--- src/rtl/counter_pkg.sv ---
// Shared encodings for the counter sequencer: FSM states, run modes, default width.
package counter_pkg;

  localparam int DEF_WIDTH = 4;

  typedef enum logic [1:0] {
    IDLE   = 2'd0,
    RUN    = 2'd1,
    HOLD   = 2'd2,
    FINISH = 2'd3
  } state_t;

  typedef enum logic [1:0] {
    M_OS_UP = 2'b00,
    M_FR_UP = 2'b01,
    M_OS_DN = 2'b10,
    M_FR_DN = 2'b11
  } mode_t;

  // Bit 1 of the mode selects direction, bit 0 selects free-run.
  function automatic logic mode_is_down(input mode_t m);
    return m[1];
  endfunction

  function automatic logic mode_is_free(input mode_t m);
    return m[0];
  endfunction

endpackage

--- src/rtl/counter_sequencer_if.sv ---
// Command/status bundle between top-level control and the counter sequencer.
interface counter_sequencer_if #(parameter int WIDTH = 4);
  logic             start;
  logic             stop;
  logic             pause;
  logic [1:0]       mode;
  logic [WIDTH-1:0] limit;
  logic [WIDTH-1:0] q;
  logic             busy;
  logic             done;
  logic             wrap;

  modport master (output start, stop, pause, mode, limit,
                  input  q, busy, done, wrap);
  modport slave  (input  start, stop, pause, mode, limit,
                  output q, busy, done, wrap);
endinterface

--- src/rtl/counter_core.sv ---
// Counter datapath register: synchronous load beats step, step direction from dir.
import counter_pkg::*;

module counter_core #(
  parameter int WIDTH = DEF_WIDTH
) (
  input  logic             clk,
  input  logic             rst_n,
  input  logic             en,
  input  logic             dir,
  input  logic             load,
  input  logic [WIDTH-1:0] load_val,
  output logic [WIDTH-1:0] q
);

  always_ff @(posedge clk or negedge rst_n) begin
    if (!rst_n)
      q <= '0;
    else if (load)
      q <= load_val;
    else if (en)
      q <= dir ? q + 1'b1 : q - 1'b1;
  end

endmodule

--- src/rtl/counter_sequencer.sv ---
// Sequencer FSM driving counter_core; registers BUSY and the DONE/WRAP pulses.
//   state  | meaning
//   IDLE   | stopped, Q holds
//   RUN    | stepping once per edge
//   HOLD   | paused, Q holds until PAUSE drops
//   FINISH | one-shot complete, Q holds terminal value
import counter_pkg::*;

module counter_sequencer #(
  parameter int WIDTH = DEF_WIDTH
) (
  input  logic               clk,
  input  logic               rst_n,
  counter_sequencer_if.slave bus
);

  state_t           state, state_next;
  mode_t            mode_r;
  logic [WIDTH-1:0] lim_r;
  logic             latch;
  logic             core_en, core_dir, core_load;
  logic [WIDTH-1:0] core_load_val;
  logic             done_next, wrap_next;
  logic             at_term;

  // Terminal point depends on direction: lim_r counting up, zero counting down.
  assign at_term = mode_is_down(mode_r) ? (bus.q == '0) : (bus.q == lim_r);

  always_ff @(posedge clk or negedge rst_n) begin
    if (!rst_n) begin
      state    <= IDLE;
      mode_r   <= M_OS_UP;
      lim_r    <= '0;
      bus.busy <= 1'b0;
      bus.done <= 1'b0;
      bus.wrap <= 1'b0;
    end else begin
      state    <= state_next;
      bus.busy <= (state_next == RUN) || (state_next == HOLD);
      bus.done <= done_next;
      bus.wrap <= wrap_next;
      if (latch) begin
        mode_r <= mode_t'(bus.mode);
        lim_r  <= bus.limit;
      end
    end
  end

  always_comb begin
    state_next = state;
    if (bus.stop)
      state_next = IDLE;
    else begin
      case (state)
        IDLE, FINISH: if (bus.start) state_next = RUN;
        RUN: begin
          if (bus.pause)
            state_next = HOLD;
          else if (at_term && !mode_is_free(mode_r))
            state_next = FINISH;
        end
        HOLD: if (!bus.pause) state_next = RUN;
        default: state_next = IDLE;
      endcase
    end
  end

  always_comb begin
    latch         = 1'b0;
    core_en       = 1'b0;
    core_dir      = 1'b1;
    core_load     = 1'b0;
    core_load_val = '0;
    done_next     = 1'b0;
    wrap_next     = 1'b0;
    if (bus.stop)
      core_load = 1'b1;
    else begin
      case (state)
        IDLE, FINISH: begin
          if (bus.start) begin
            latch         = 1'b1;
            core_load     = 1'b1;
            core_load_val = bus.mode[1] ? bus.limit : '0;
          end
        end
        RUN: begin
          if (!bus.pause) begin
            if (!at_term) begin
              core_en  = 1'b1;
              core_dir = !mode_is_down(mode_r);
            end else if (!mode_is_free(mode_r))
              done_next = 1'b1;
            else begin
              core_load     = 1'b1;
              core_load_val = mode_is_down(mode_r) ? lim_r : '0;
              wrap_next     = 1'b1;
            end
          end
        end
        default: ;
      endcase
    end
  end

  counter_core #(.WIDTH(WIDTH)) u_core (
    .clk      (clk),
    .rst_n    (rst_n),
    .en       (core_en),
    .dir      (core_dir),
    .load     (core_load),
    .load_val (core_load_val),
    .q        (bus.q)
  );

endmodule

--- src/flat_wrapper.sv ---
// flat-port wrapper written by rule: the top's interface ports become plain ports
module counter_sequencer_flat 
#(
  parameter int WIDTH = DEF_WIDTH
)
  (clk, rst_n, bus_start, bus_stop, bus_pause, bus_mode, bus_limit, bus_q, bus_busy, bus_done, bus_wrap);
  counter_sequencer_if #(.WIDTH(WIDTH)) bus_i ();
  input  logic clk;
  input  logic rst_n;
  input wire logic [$bits(bus_i.start)-1:0] bus_start;
  input wire logic [$bits(bus_i.stop)-1:0] bus_stop;
  input wire logic [$bits(bus_i.pause)-1:0] bus_pause;
  input wire logic [$bits(bus_i.mode)-1:0] bus_mode;
  input wire logic [$bits(bus_i.limit)-1:0] bus_limit;
  output wire logic [$bits(bus_i.q)-1:0] bus_q;
  output wire logic [$bits(bus_i.busy)-1:0] bus_busy;
  output wire logic [$bits(bus_i.done)-1:0] bus_done;
  output wire logic [$bits(bus_i.wrap)-1:0] bus_wrap;
  assign bus_i.start = bus_start;
  assign bus_i.stop = bus_stop;
  assign bus_i.pause = bus_pause;
  assign bus_i.mode = bus_mode;
  assign bus_i.limit = bus_limit;
  assign bus_q = bus_i.q;
  assign bus_busy = bus_i.busy;
  assign bus_done = bus_i.done;
  assign bus_wrap = bus_i.wrap;
  counter_sequencer #(.WIDTH(WIDTH)) u_core (.clk(clk), .rst_n(rst_n), .bus(bus_i));
endmodule
--- config.mk ---
export PLATFORM = sky130hd
export DESIGN_NAME = counter_sequencer_flat
export DESIGN_NICKNAME = d
export VERILOG_FILES = /design/src/rtl/counter_pkg.sv /design/src/rtl/counter_sequencer_if.sv /design/src/rtl/counter_core.sv /design/src/rtl/counter_sequencer.sv /design/src/flat_wrapper.sv
export SDC_FILE = /design/constraint.sdc
export NUM_CORES = 1
export LEC_CHECK = 0
export ABC_AREA = 1
export CAP_MARGIN = 20
export CORE_ASPECT_RATIO = 0.6
export CORE_MARGIN = 3
export CORE_UTILIZATION = 50
export CTS_CLUSTER_DIAMETER = 40
export CTS_CLUSTER_SIZE = 16
export DETAILED_ROUTE_END_ITERATION = 10
export PLACE_DENSITY = 0.82
export SLEW_MARGIN = 20
export SYNTH_ARGS = -nofsm -noshare
export SYNTH_HDL_FRONTEND = slang
export SYNTH_SLANG_ARGS = --single-unit
--- constraint.sdc ---
create_clock -name clk -period 6 [get_ports clk]
set_input_delay 0.6 -clock clk [delete_from_list [all_inputs] [get_ports clk]]
set_output_delay 0.6 -clock clk [all_outputs]
set_load 0.01 [all_outputs]
==> results.yml <==
logic_synthesis:
  yosysWarnings: 0
  syn_nets: 185
  netlist_area_mm2: 0.00114
  synth_seq_cells: 15
  synth.area.top_cells: "dfrtp_1 33%, nand2_1 20%, inv_1 6.9%"
  avgSynthCellArea_um2: 6.78
  synth.largest_area_cell: "dfrtp_1"
  ys_types: 24
  synth_edf_count: 0
  synth_ff_type: "dfrtp_1"
  ys_top_cells_by_count: "60 x nand2_1, 21 x inv_1, 17 x nor2_1"
  async_reset_ff_share_pct: 100
  synth_top_cell_area_share_pct: 33.0
  ys_seq_area_share_pct: 33.0
  netlist_instances: 168
  synthMostInstantiatedCell: "nand2_1"
timing:
  slew_headroom_pct: 55.1
  finClkSkew_ns: 0.00137
  finalSetupViolCount: 0
  fmax_mhz: 382
  min_period_ns: 2.62
  final.period_utilization_pct: 43.7
  rsz0062_at_grt: "false"
  setup_ws_ns: 3.38
  setup_tns_ns: 0
  final_max_slew_viol_count: 0
  worst_pin_slew_ns: 0.672
  hold_viol: 0
cells_and_area:
  layout-drive-gt1-share_pct: 10.8
  num-nets-final: 204
  final_area_mm2: 0.00138
  final_cells: 214
  insertedDiodeCount: 0
  syn_to_final_growth_pct: 20.9
die:
  ios: 18
  num_rows: 12
  dieArea_mm2: 0.00290
  die_x_um: 67.6
  die_h_um: 43.0
  initial_utilization_pct: 57.0
  core-area_mm2: 0.00200
worst_setup_path:
  cp_slowest_cell: "clkdlybuf4s50_1"
  crit_chain: "clkdlybuf4s50_1 > inv_1 > nand2_1 > nor2_4 > ha_1 > a21oi_1 > nand2_1 > nand2_1 > nand2_1 > xor2_1 > nand3_1 > nand2_1 > nand2_1 > nand2_1"
  path_class: "in -> reg"
  critPathMaxFanout: 13
  critPathTopFamily: "simple AND/OR/NAND/NOR gates"
  cpPeakStageDelay_ns: 0.44
  end_kind: "flip-flop"
  crit_start: "bus_stop"
  cp-start-kind: "input port"
  cp.arrival_ns: 2.77
  crit_top_cell: "nand2_1"
  crit_required_ns: 6.15
  r2r-start: "u_core.state[1]$_DFF_PN0_"
  cp.buffers_inverters: 2
grt:
  grt_usage_pct: 22.2
  antenna_found_initial: 0
  grt_pass1_wl_um: 4690
  grt_pass1_vias: 1009
  grt_overflow: 0
  grt_max_degree: 16
place:
  routabilityCongestion: 0.901
  post_dp_cell_area_mm2: 0.00133
  dp.cells: 210
  post-place-ws_ns: 3.15
  numPortBuffers: 17
  dp_hpwl_um: 2240
route:
  vias_per_cell: 5.18
  drc: 0
  drt_iter0_drc: 102
  vias: 1108
  wl_per_cell_um: 13.3
  dr.pass1.iters: 4
  ant_nets: 0
  wirelength_um: 2850
clock_network:
  post_cts_buffers: 0
  cts.sinks: 15
  clock_latency_ns: 0.25
  cts_hold_buf: 0
  clk_pin_slew_worst_paths_ns: 0.06
  cts_root_buf: "clkbuf_8"
  clockBufferDepth: 2
  cts_tree: "done"
  cts.repair.resized: 0
  cts_max_level: 1
  numCtsBuffers: 3
power_and_ir_drop:
  leakage_uw: 0.000738
  ir_worst_vdd_v: 0.000200
  power_density_mw_per_mm2: 442
  power_uw: 609
job:
  cap_violations: 0
worst_hold_path:
  worstHoldStart: "u_core.lim_r[1]$_DFFE_PN0P_"
  hold_path.class: "reg -> reg"
status:
  status: "completed"
[logic make-up after synthesis]
family / count (synthesis) / share of synthesized area, %
xor gates and xnor gates: 2 / 1.54
adders and majority gates: 6 / 7.25
buffers and inverters: 27 / 9.12
DFF: 15 / 33.0
and+or+nand+nor: 106 / 42.4
AOI/OAI and AO/OA: 12 / 6.70
[report_power, final]
part	leakage [uW]	switching, uW	internal (uW)
clock network	0.0000255	38.3	46.1
logic	0.000526	213	125
registers	0.000187	47.0	139
total	0.000738	299	310
[cells in the final DEF (no fill, tap or decap)]
cell type	instances
nand2_1	60
inv_1	21
nor2_1	17
clkdlybuf4s50_1	17
dfrtp_1	15
nand3_1	12
a21oi_1	8
nand4_1	5
nand2_2	5
ha_1	5
inv_2	3
clkbuf_8	3
nor2_4	2
nand3_2	2
nand2_4	1
a211oi_1	1
o31ai_1	1
a21oi_4	1
nand3b_2	1
nor2_2	1
o21ai_0	1
xnor2_1	1
xor2_1	1
fa_1	1
clkinv_2	1
[stage by stage]
stage,hold slack (ns),utilization (%)
6_report,0.568,68.9
2_1_floorplan,0.304,-
3_5_place_dp,0.562,66.6
4_1_cts,0.571,68.9
3_3_place_gp,0.557,66.6
5_1_grt,0.590,68.9
[state kept, by name, indices dropped and copies added (netlist names)]
| name | cells |
|---|---|
| u_core.lim_r | 4 |
| u_core.bus.wrap | 1 |
| u_core.state | 2 |
| u_core.mode_r | 2 |
| u_core.u_core.q | 4 |
| u_core.bus.busy | 1 |
| u_core.bus.done | 1 |
[worst reg2reg max path: cells and delay by family (launching register included)]
| kind | cells | cell delay, ns |
|---|---|---|
| compound gates | 1 | 0.19 |
| xor+xnor | 1 | 0.16 |
| fa+ha+maj | 2 | 0.58 |
| buf+inv | 2 | 0.21 |
| flops | 1 | 0.44 |
| simple gates | 10 | 0.82 |
[final cells by class]
cell class / instances / area, um2
multi-input cells: 126 / 659
repair buffers: 17 / 170
clock inverters: 1 / 5.00
well taps: 28 / 35.0
clock buffers: 3 / 41.3
inverters: 24 / 90.1
flip-flops and latches: 15 / 375
fillers: 172 / 621
[final timing paths]
kind                       slack [ns]  depth (start not counted)                              to
min in group asynchronous        0.76                          1  u_core.u_core.q[3]$_DFFE_PN0P_
max reg2reg                      3.49                         16  u_core.u_core.q[3]$_DFFE_PN0P_
min reg2reg                      0.57                          2     u_core.lim_r[1]$_DFFE_PN0P_
max in group asynchronous        4.82                          1       u_core.state[0]$_DFF_PN0_
min                              0.57                          2     u_core.lim_r[1]$_DFFE_PN0P_
max                              3.38                         14  u_core.u_core.q[3]$_DFFE_PN0P_
[routing by layer]
metal,GRT usage [%],vias up,part of all wire [%]
met2,33.5,43,44
li1,-,559,-
met5,0,-,0
met3,8.47,6,8.6
met4,6.05,0,1.6
met1,29.2,500,46
(Power assumes the default switching activity.)
